==> src/rtl/modn_updown_counter.sv <==
// modn_updown_counter: synchronous modulo-MOD up/down counter with clear, load, tc and wrap.
// Latency: q/wrap/load_err (and g) update one clk edge after sampling; tc is combinational.
// Backpressure: none; counts whenever en is high, cascade by feeding tc into the next en.
// Optional feature macro: COUNTER_GRAY_OUT_EN adds the registered Gray-code output g.
module modn_updown_counter #(
  parameter int unsigned     WIDTH = 4,
  parameter longint unsigned MOD   = 16
) (
  input  logic             clk,
  input  logic             rst,
  input  logic             clr,
  input  logic             load,
  input  logic [WIDTH-1:0] din,
  input  logic             en,
  input  logic             up,
  output logic [WIDTH-1:0] q,
  output logic             tc,
  output logic             wrap,
  output logic             load_err
`ifdef COUNTER_GRAY_OUT_EN
  ,
  output logic [WIDTH-1:0] g
`endif
);

  // Largest legal count value, truncated to the counter width.
  localparam logic [WIDTH-1:0] MAXV = WIDTH'(MOD - 64'd1);
  // Full-range modulus: wrap is taken from the adder carry/borrow instead of a comparator.
  localparam bit FULL = (MOD == (64'd1 << WIDTH));

  logic             at_max;
  logic             at_zero;
  logic             din_ok;
  logic [WIDTH:0]   inc;
  logic [WIDTH:0]   dec;
  logic [WIDTH-1:0] next_q;
  logic             next_wrap;
  logic             next_err;

  assign at_max  = (q == MAXV);
  assign at_zero = (q == '0);
  assign din_ok  = (din <= MAXV);

  // Extended-width increment/decrement so the top bit is the natural carry/borrow.
  assign inc = {1'b0, q} + (WIDTH + 1)'(1);
  assign dec = {1'b0, q} - (WIDTH + 1)'(1);

  // Terminal count for cascading; must stay combinational so the next stage counts this edge.
  assign tc = en & (up ? at_max : at_zero);

  // Next-state selection with priority clr > load > en > hold.
  always_comb begin
    next_q    = q;
    next_wrap = 1'b0;
    next_err  = 1'b0;
    if (clr) begin
      next_q = '0;
    end else if (load) begin
      if (din_ok) begin
        next_q = din;
      end else begin
        next_q   = MAXV;
        next_err = 1'b1;
      end
    end else if (en) begin
      if (up) begin
        if (FULL) begin
          next_q    = inc[WIDTH-1:0];
          next_wrap = inc[WIDTH];
        end else begin
          next_q    = at_max ? '0 : inc[WIDTH-1:0];
          next_wrap = at_max;
        end
      end else begin
        if (FULL) begin
          next_q    = dec[WIDTH-1:0];
          next_wrap = dec[WIDTH];
        end else begin
          next_q    = at_zero ? MAXV : dec[WIDTH-1:0];
          next_wrap = at_zero;
        end
      end
    end
  end

  // Count, wrap and load-error registers; reset kills any pending pulse immediately.
  always_ff @(posedge clk or posedge rst) begin
    if (rst) begin
      q        <= '0;
      wrap     <= 1'b0;
      load_err <= 1'b0;
    end else begin
      q        <= next_q;
      wrap     <= next_wrap;
      load_err <= next_err;
    end
  end

`ifdef COUNTER_GRAY_OUT_EN
  // Gray code of the value q takes on this edge, so g and q always line up.
  always_ff @(posedge clk or posedge rst) begin
    if (rst) begin
      g <= '0;
    end else begin
      g <= next_q ^ (next_q >> 1);
    end
  end
`endif

endmodule

==> config.mk <==
export PLATFORM = sky130hd
export DESIGN_NAME = modn_updown_counter
export DESIGN_NICKNAME = d
export VERILOG_FILES = /design/src/rtl/modn_updown_counter.sv
export SDC_FILE = /design/constraint.sdc
export NUM_CORES = 1
export LEC_CHECK = 0
export ABC_AREA = 1
export CELL_PAD_IN_SITES_DETAIL_PLACEMENT = 1
export CELL_PAD_IN_SITES_GLOBAL_PLACEMENT = 2
export CORE_MARGIN = 4
export CORE_UTILIZATION = 20
export CTS_CLUSTER_SIZE = 20
export DETAILED_ROUTE_END_ITERATION = 10
export PLACE_DENSITY = 0.79
export SLEW_MARGIN = 20
export SYNTH_ARGS = -nofsm -noshare
export SYNTH_HDL_FRONTEND = slang
export SYNTH_SLANG_ARGS = --single-unit
==> constraint.sdc <==
create_clock -name clk -period 1.5 [get_ports clk]
set_clock_uncertainty 0.2 [all_clocks]
set_input_delay 0.3 -clock clk [delete_from_list [all_inputs] [get_ports clk]]
set_output_delay 0.3 -clock clk [all_outputs]
set_load 0.01 [all_outputs]
* After elaboration in Yosys (flattened, before gate mapping)
Cells that the tools add are included.
Widths: inputs -> output; s select.
** Cells by class
- Add/sub/neg operators :: 2
- $lt $le $gt $ge :: 1
- Muxes and demuxes :: 13
- Bitwise gates (word level) :: 1
- Equality and inequality tests :: 1
- Reductions and logical operators :: 2
** Operators with widths (count)
- $mux 4 :: 5
- $mux 1 :: 8
- $add 4x1->5 const B :: 1
- $sub 4x1->5 const B :: 1
- $eq 4x4->1 const B :: 1
- $le 4x4->1 const B :: 1
- $logic_not 4->1 :: 1
- $reduce_bool 3->1 :: 1
- $and 1x1->1 :: 1
** Storage, ports and cells
- Register bits after elaboration :: 6
- Output and inout port bits :: 7
- Logic and storage cells :: 23

* Depth between registers and ports, before layout
- Word-level depth :: 5
- Mapped depth :: 8
- Mapped depth without buffers :: 7

* Least setup slack after synthesis
OpenSTA, ideal clock, no wires.
- Kind :: register -> output
- Start point :: reg q[0]
- End point :: out tc
- Data required time :: 1.000 ns
- Path slack :: 0.033 ns
- Path buffers :: 0
- Arrival time :: 0.967 ns
- Cell stages (with the launch flop) :: 7
- Cells stage by stage :: dfrtp_1 inv_1 ha_1 nand2_1 nand2_1 nand3_1 inv_1
** On the way
- Longest elaborated chain between the ends :: 3
- Elaborated cells on any way between the ends :: 4
- Classes of those cells :: eq/ne: 1; mux: 1; bitwise: 1; reduce/logical: 1
** RTL lines
- start, declared :: line 16 : output logic [WIDTH-1:0] q,
- start signal, assigned :: line 93 : q <= next_q;
- $eq 4x4->1 / $logic_not 4->1 (equally long branches) :: line 40, 41
- $mux 1 (*) :: line 49 : assign tc = en & (up ? at_max : at_zero);
- $and 1x1->1 (*) :: line 49
- end, declared :: line 17 : output logic tc,
Every way passes the cells marked *; elsewhere a longest branch is shown, timed or not.

* Worst setup path after layout
- Start point :: reg q[1]
- End point :: out tc
Same word-level chain as after synthesis.

==> results.json <==
{
  "cts-root-to-sink-buffers": 2,
  "grt_pass1_wl_um": 2380,
  "nets": 110,
  "netlist_instances": 64,
  "postRouteAntennaNets": 0,
  "swShare_pct": 31.69,
  "cts_inserted_buffers": 3,
  "fin_setup_tns_ns": -0.2460,
  "via_per_inst": 4.145,
  "setup_viol": 2,
  "routabilityCongestion": 0.7230,
  "cts_root_buf": "clkbuf_4",
  "stdcell_count": 124,
  "clock_latency_ns": 0.24,
  "drtIter0Drc": 0,
  "antenna_found_initial": 0,
  "clk_pin_slew_ns": 0.05,
  "synth_edf_count": 0,
  "avgSynthCellArea_sq_um": 6.491,
  "die_area_sq_um": 2870,
  "synth_seq_cells": 5,
  "cts_tree": "done",
  "place_inst": 116,
  "synth_warnings": 0,
  "rsz0062_at_grt": "true",
  "post-route-period-util_pct": 115.2,
  "grt_max_degree": 8,
  "overflow": 0,
  "endpoint_kind": "primary output",
  "fp.dieH_um": 53.58,
  "cts_max_level": 1,
  "ff2ff_setup_slack_ns": 0.01,
  "diodes": 0,
  "holdWs_ns": 0.05035,
  "holdBufCountCts": 0,
  "coreArea_sq_um": 1962,
  "start_util_pct": 21.17,
  "synth.distinct_cells": 17,
  "nFillCells": 267,
  "synthArstFlopShare_pct": 100.0,
  "p_leak_nw": 0.4132,
  "syn_area_sq_um": 415.4,
  "cp_max_fo": 3,
  "max_freq_ghz": 0.5786,
  "place_ws_ns": -0.7335,
  "layout_min_cycle_time_ns": 1.728,
  "crit_type": "reg2out",
  "hpwl_um": 1085,
  "drv_cap": 0,
  "hold_path.class": "in2async",
  "start_kind": "flop",
  "r2r_end": "q[2]",
  "p_int_mw": 0.3772,
  "power_frac_comb_pct": 42.5,
  "cp_data_arrival_time_ns": 1.23,
  "switching_power_mw": 0.1750,
  "ir_drop_mv": 0.3512,
  "wl_per_cell_um": 11.48,
  "final_max_slew_viol_count": 0,
  "syn2layout_area_growth_pct": 87.35,
  "hold_violations": 0,
  "power_frac_seq_pct": 28.9,
  "routed_wl_um": 1424,
  "required_ns": 1.00,
  "port_buffers": 15,
  "clockPowerShare_pct": 28.6,
  "synth_flop_cell": "dfrtp_1",
  "power.density_nw_per_um2": 709.6,
  "synth_nets": 76,
  "failed_checks": "setup timing",
  "r2r_cells": 8,
  "run_status": "finished, violations left",
  "rows": 16,
  "vias": 514,
  "drive_above_1_share_pct": 40.21,
  "clock_sinks": 5,
  "grtUsageTotal_pct": 11.80,
  "chipWidth_um": 53.58,
  "setup_ws_ns": -0.2283,
  "drtPass1Iterations": 1,
  "grt_pass1_vias": 571,
  "io_pins": 17,
  "r2r-start": "q[1]",
  "post-route-drc-count": 0,
  "ys_seq_area_share_pct": 30.12
}
placed cells by master (no fill, tap or decap):
cell | synthesis | routed
clkbuf_1 | 0 | 1
buf_2 | 0 | 1
nand3b_1 | 1 | 1
o22ai_1 | 1 | 1
ha_2 | 0 | 1
clkbuf_2 | 0 | 1
conb_1 | 1 | 1
buf_4 | 1 | 14
buf_6 | 1 | 4
nand3_1 | 5 | 3
nand2_1 | 18 | 14
inv_2 | 1 | 4
nor3_1 | 1 | 1
nand3_2 | 0 | 2
nor2_1 | 9 | 8
dlygate4sd2_1 | 0 | 2
o21ai_0 | 5 | 5
dfrtp_1 | 5 | 4
dfrtp_2 | 0 | 1
nand3b_4 | 1 | 1
nor2_4 | 0 | 1
inv_1 | 9 | 6
a21oi_1 | 2 | 2
clkdlybuf4s50_1 | 0 | 8
clkbuf_4 | 0 | 3
ha_4 | 0 | 1
buf_12 | 0 | 1
nand2_2 | 0 | 4
o21ai_1 | 1 | 1
worst max path at each step:
stage	to	start	slack, ns	cells past startpoint
2_1_floorplan	tc	q[0]	0.03	6
5_1_grt	tc	q[0]	-0.30	7
6_report	tc	q[1]	-0.23	6
3_3_place_gp	tc	up	-0.72	6
3_5_place_dp	tc	up	-0.73	6
4_1_cts	tc	q[1]	-0.27	7
layout make-up:
| cell class | count | area, sq um | area share [%] |
|---|---|---|---|
| Clock buffer | 4 | 26.28 | 3.376 |
| Inverter | 10 | 37.54 | 4.823 |
| Multi-Input combinational cell | 47 | 276.5 | 35.53 |
| Sequential cell | 5 | 126.4 | 16.24 |
| Tap cell | 27 | 33.78 | 4.341 |
| Timing Repair Buffer | 31 | 277.8 | 35.69 |
power by group through the flow:
stage / logic, mW / registers, mW / clock network (mW)
2_1_floorplan: 0.0798 / 0.167 / 0
5_1_grt: 0.265 / 0.161 / 0.174
4_1_cts: 0.214 / 0.155 / 0.161
3_3_place_gp: 0.194 / 0.158 / 0
6_report: 0.235 / 0.159 / 0.158
3_5_place_dp: 0.198 / 0.159 / 0
through the flow:
step | area [sq um] | utilization [%] | power, mW
global route | 778.2 | 39.67 | 0.5991
detailed placement | 683.2 | 34.82 | 0.3569
global placement | 683.2 | 34.82 | 0.3523
finish | 778.2 | 39.67 | 0.5522
floorplan | 415.4 | - | 0.2467
CTS | 735.7 | 37.50 | 0.5305
critical path: stages (launching register included):
cell and delay [ns]:
dfrtp_1 0.39, ha_2 0.22, nand3_2 0.08, nand2_2 0.07
nand3_2 0.07, inv_2 0.06, buf_6 0.09
Yosys cell counts (2+ instances only):
| master | number | area share (%) |
|---|---|---|
| ha_1 | 2 | 6.0 |
| o21ai_0 | 5 | 6.0 |
| nor2_1 | 9 | 8.1 |
| a21oi_1 | 2 | 2.4 |
| nand2_1 | 18 | 16 |
| inv_1 | 9 | 8.1 |
| dfrtp_1 | 5 | 30 |
| nand3_1 | 5 | 6.0 |
logic make-up (layout without fill, tap and decap cells):
family	Yosys count	in the layout	synth area share, %
buffers and inverters	12	45	13.55
AO/OA/AOI/OAI	9	9	11.14
flip-flops	5	5	30.12
AND/OR/NAND/NOR	35	35	38.25
adder cells (fa/ha/maj)	2	2	6.023
other	1	1	0.9027
state kept, by name (all words and copies together), names as in the netlist:
name and cells:
q 4, wrap 1
routing by layer:
metal,vias to the layer above,wire length (um),track usage (%)
li1,265,-,-
met1,234,595,12.94
met2,13,763,22.04
met3,2,49,1.108
met4,0,16,6.383
met5,-,0,0
what timing repair did:
| item | CTS | global route |
|---|---|---|
| setup buffers | 4 | 1 |
| pin swaps | 1 | 4 |
| cloned | 0 | 0 |
| endpoints found under the setup margin | 7 | 6 |
| gates resized for setup | 27 | 13 |
Note: power is estimated with default switching activity, not from simulation.
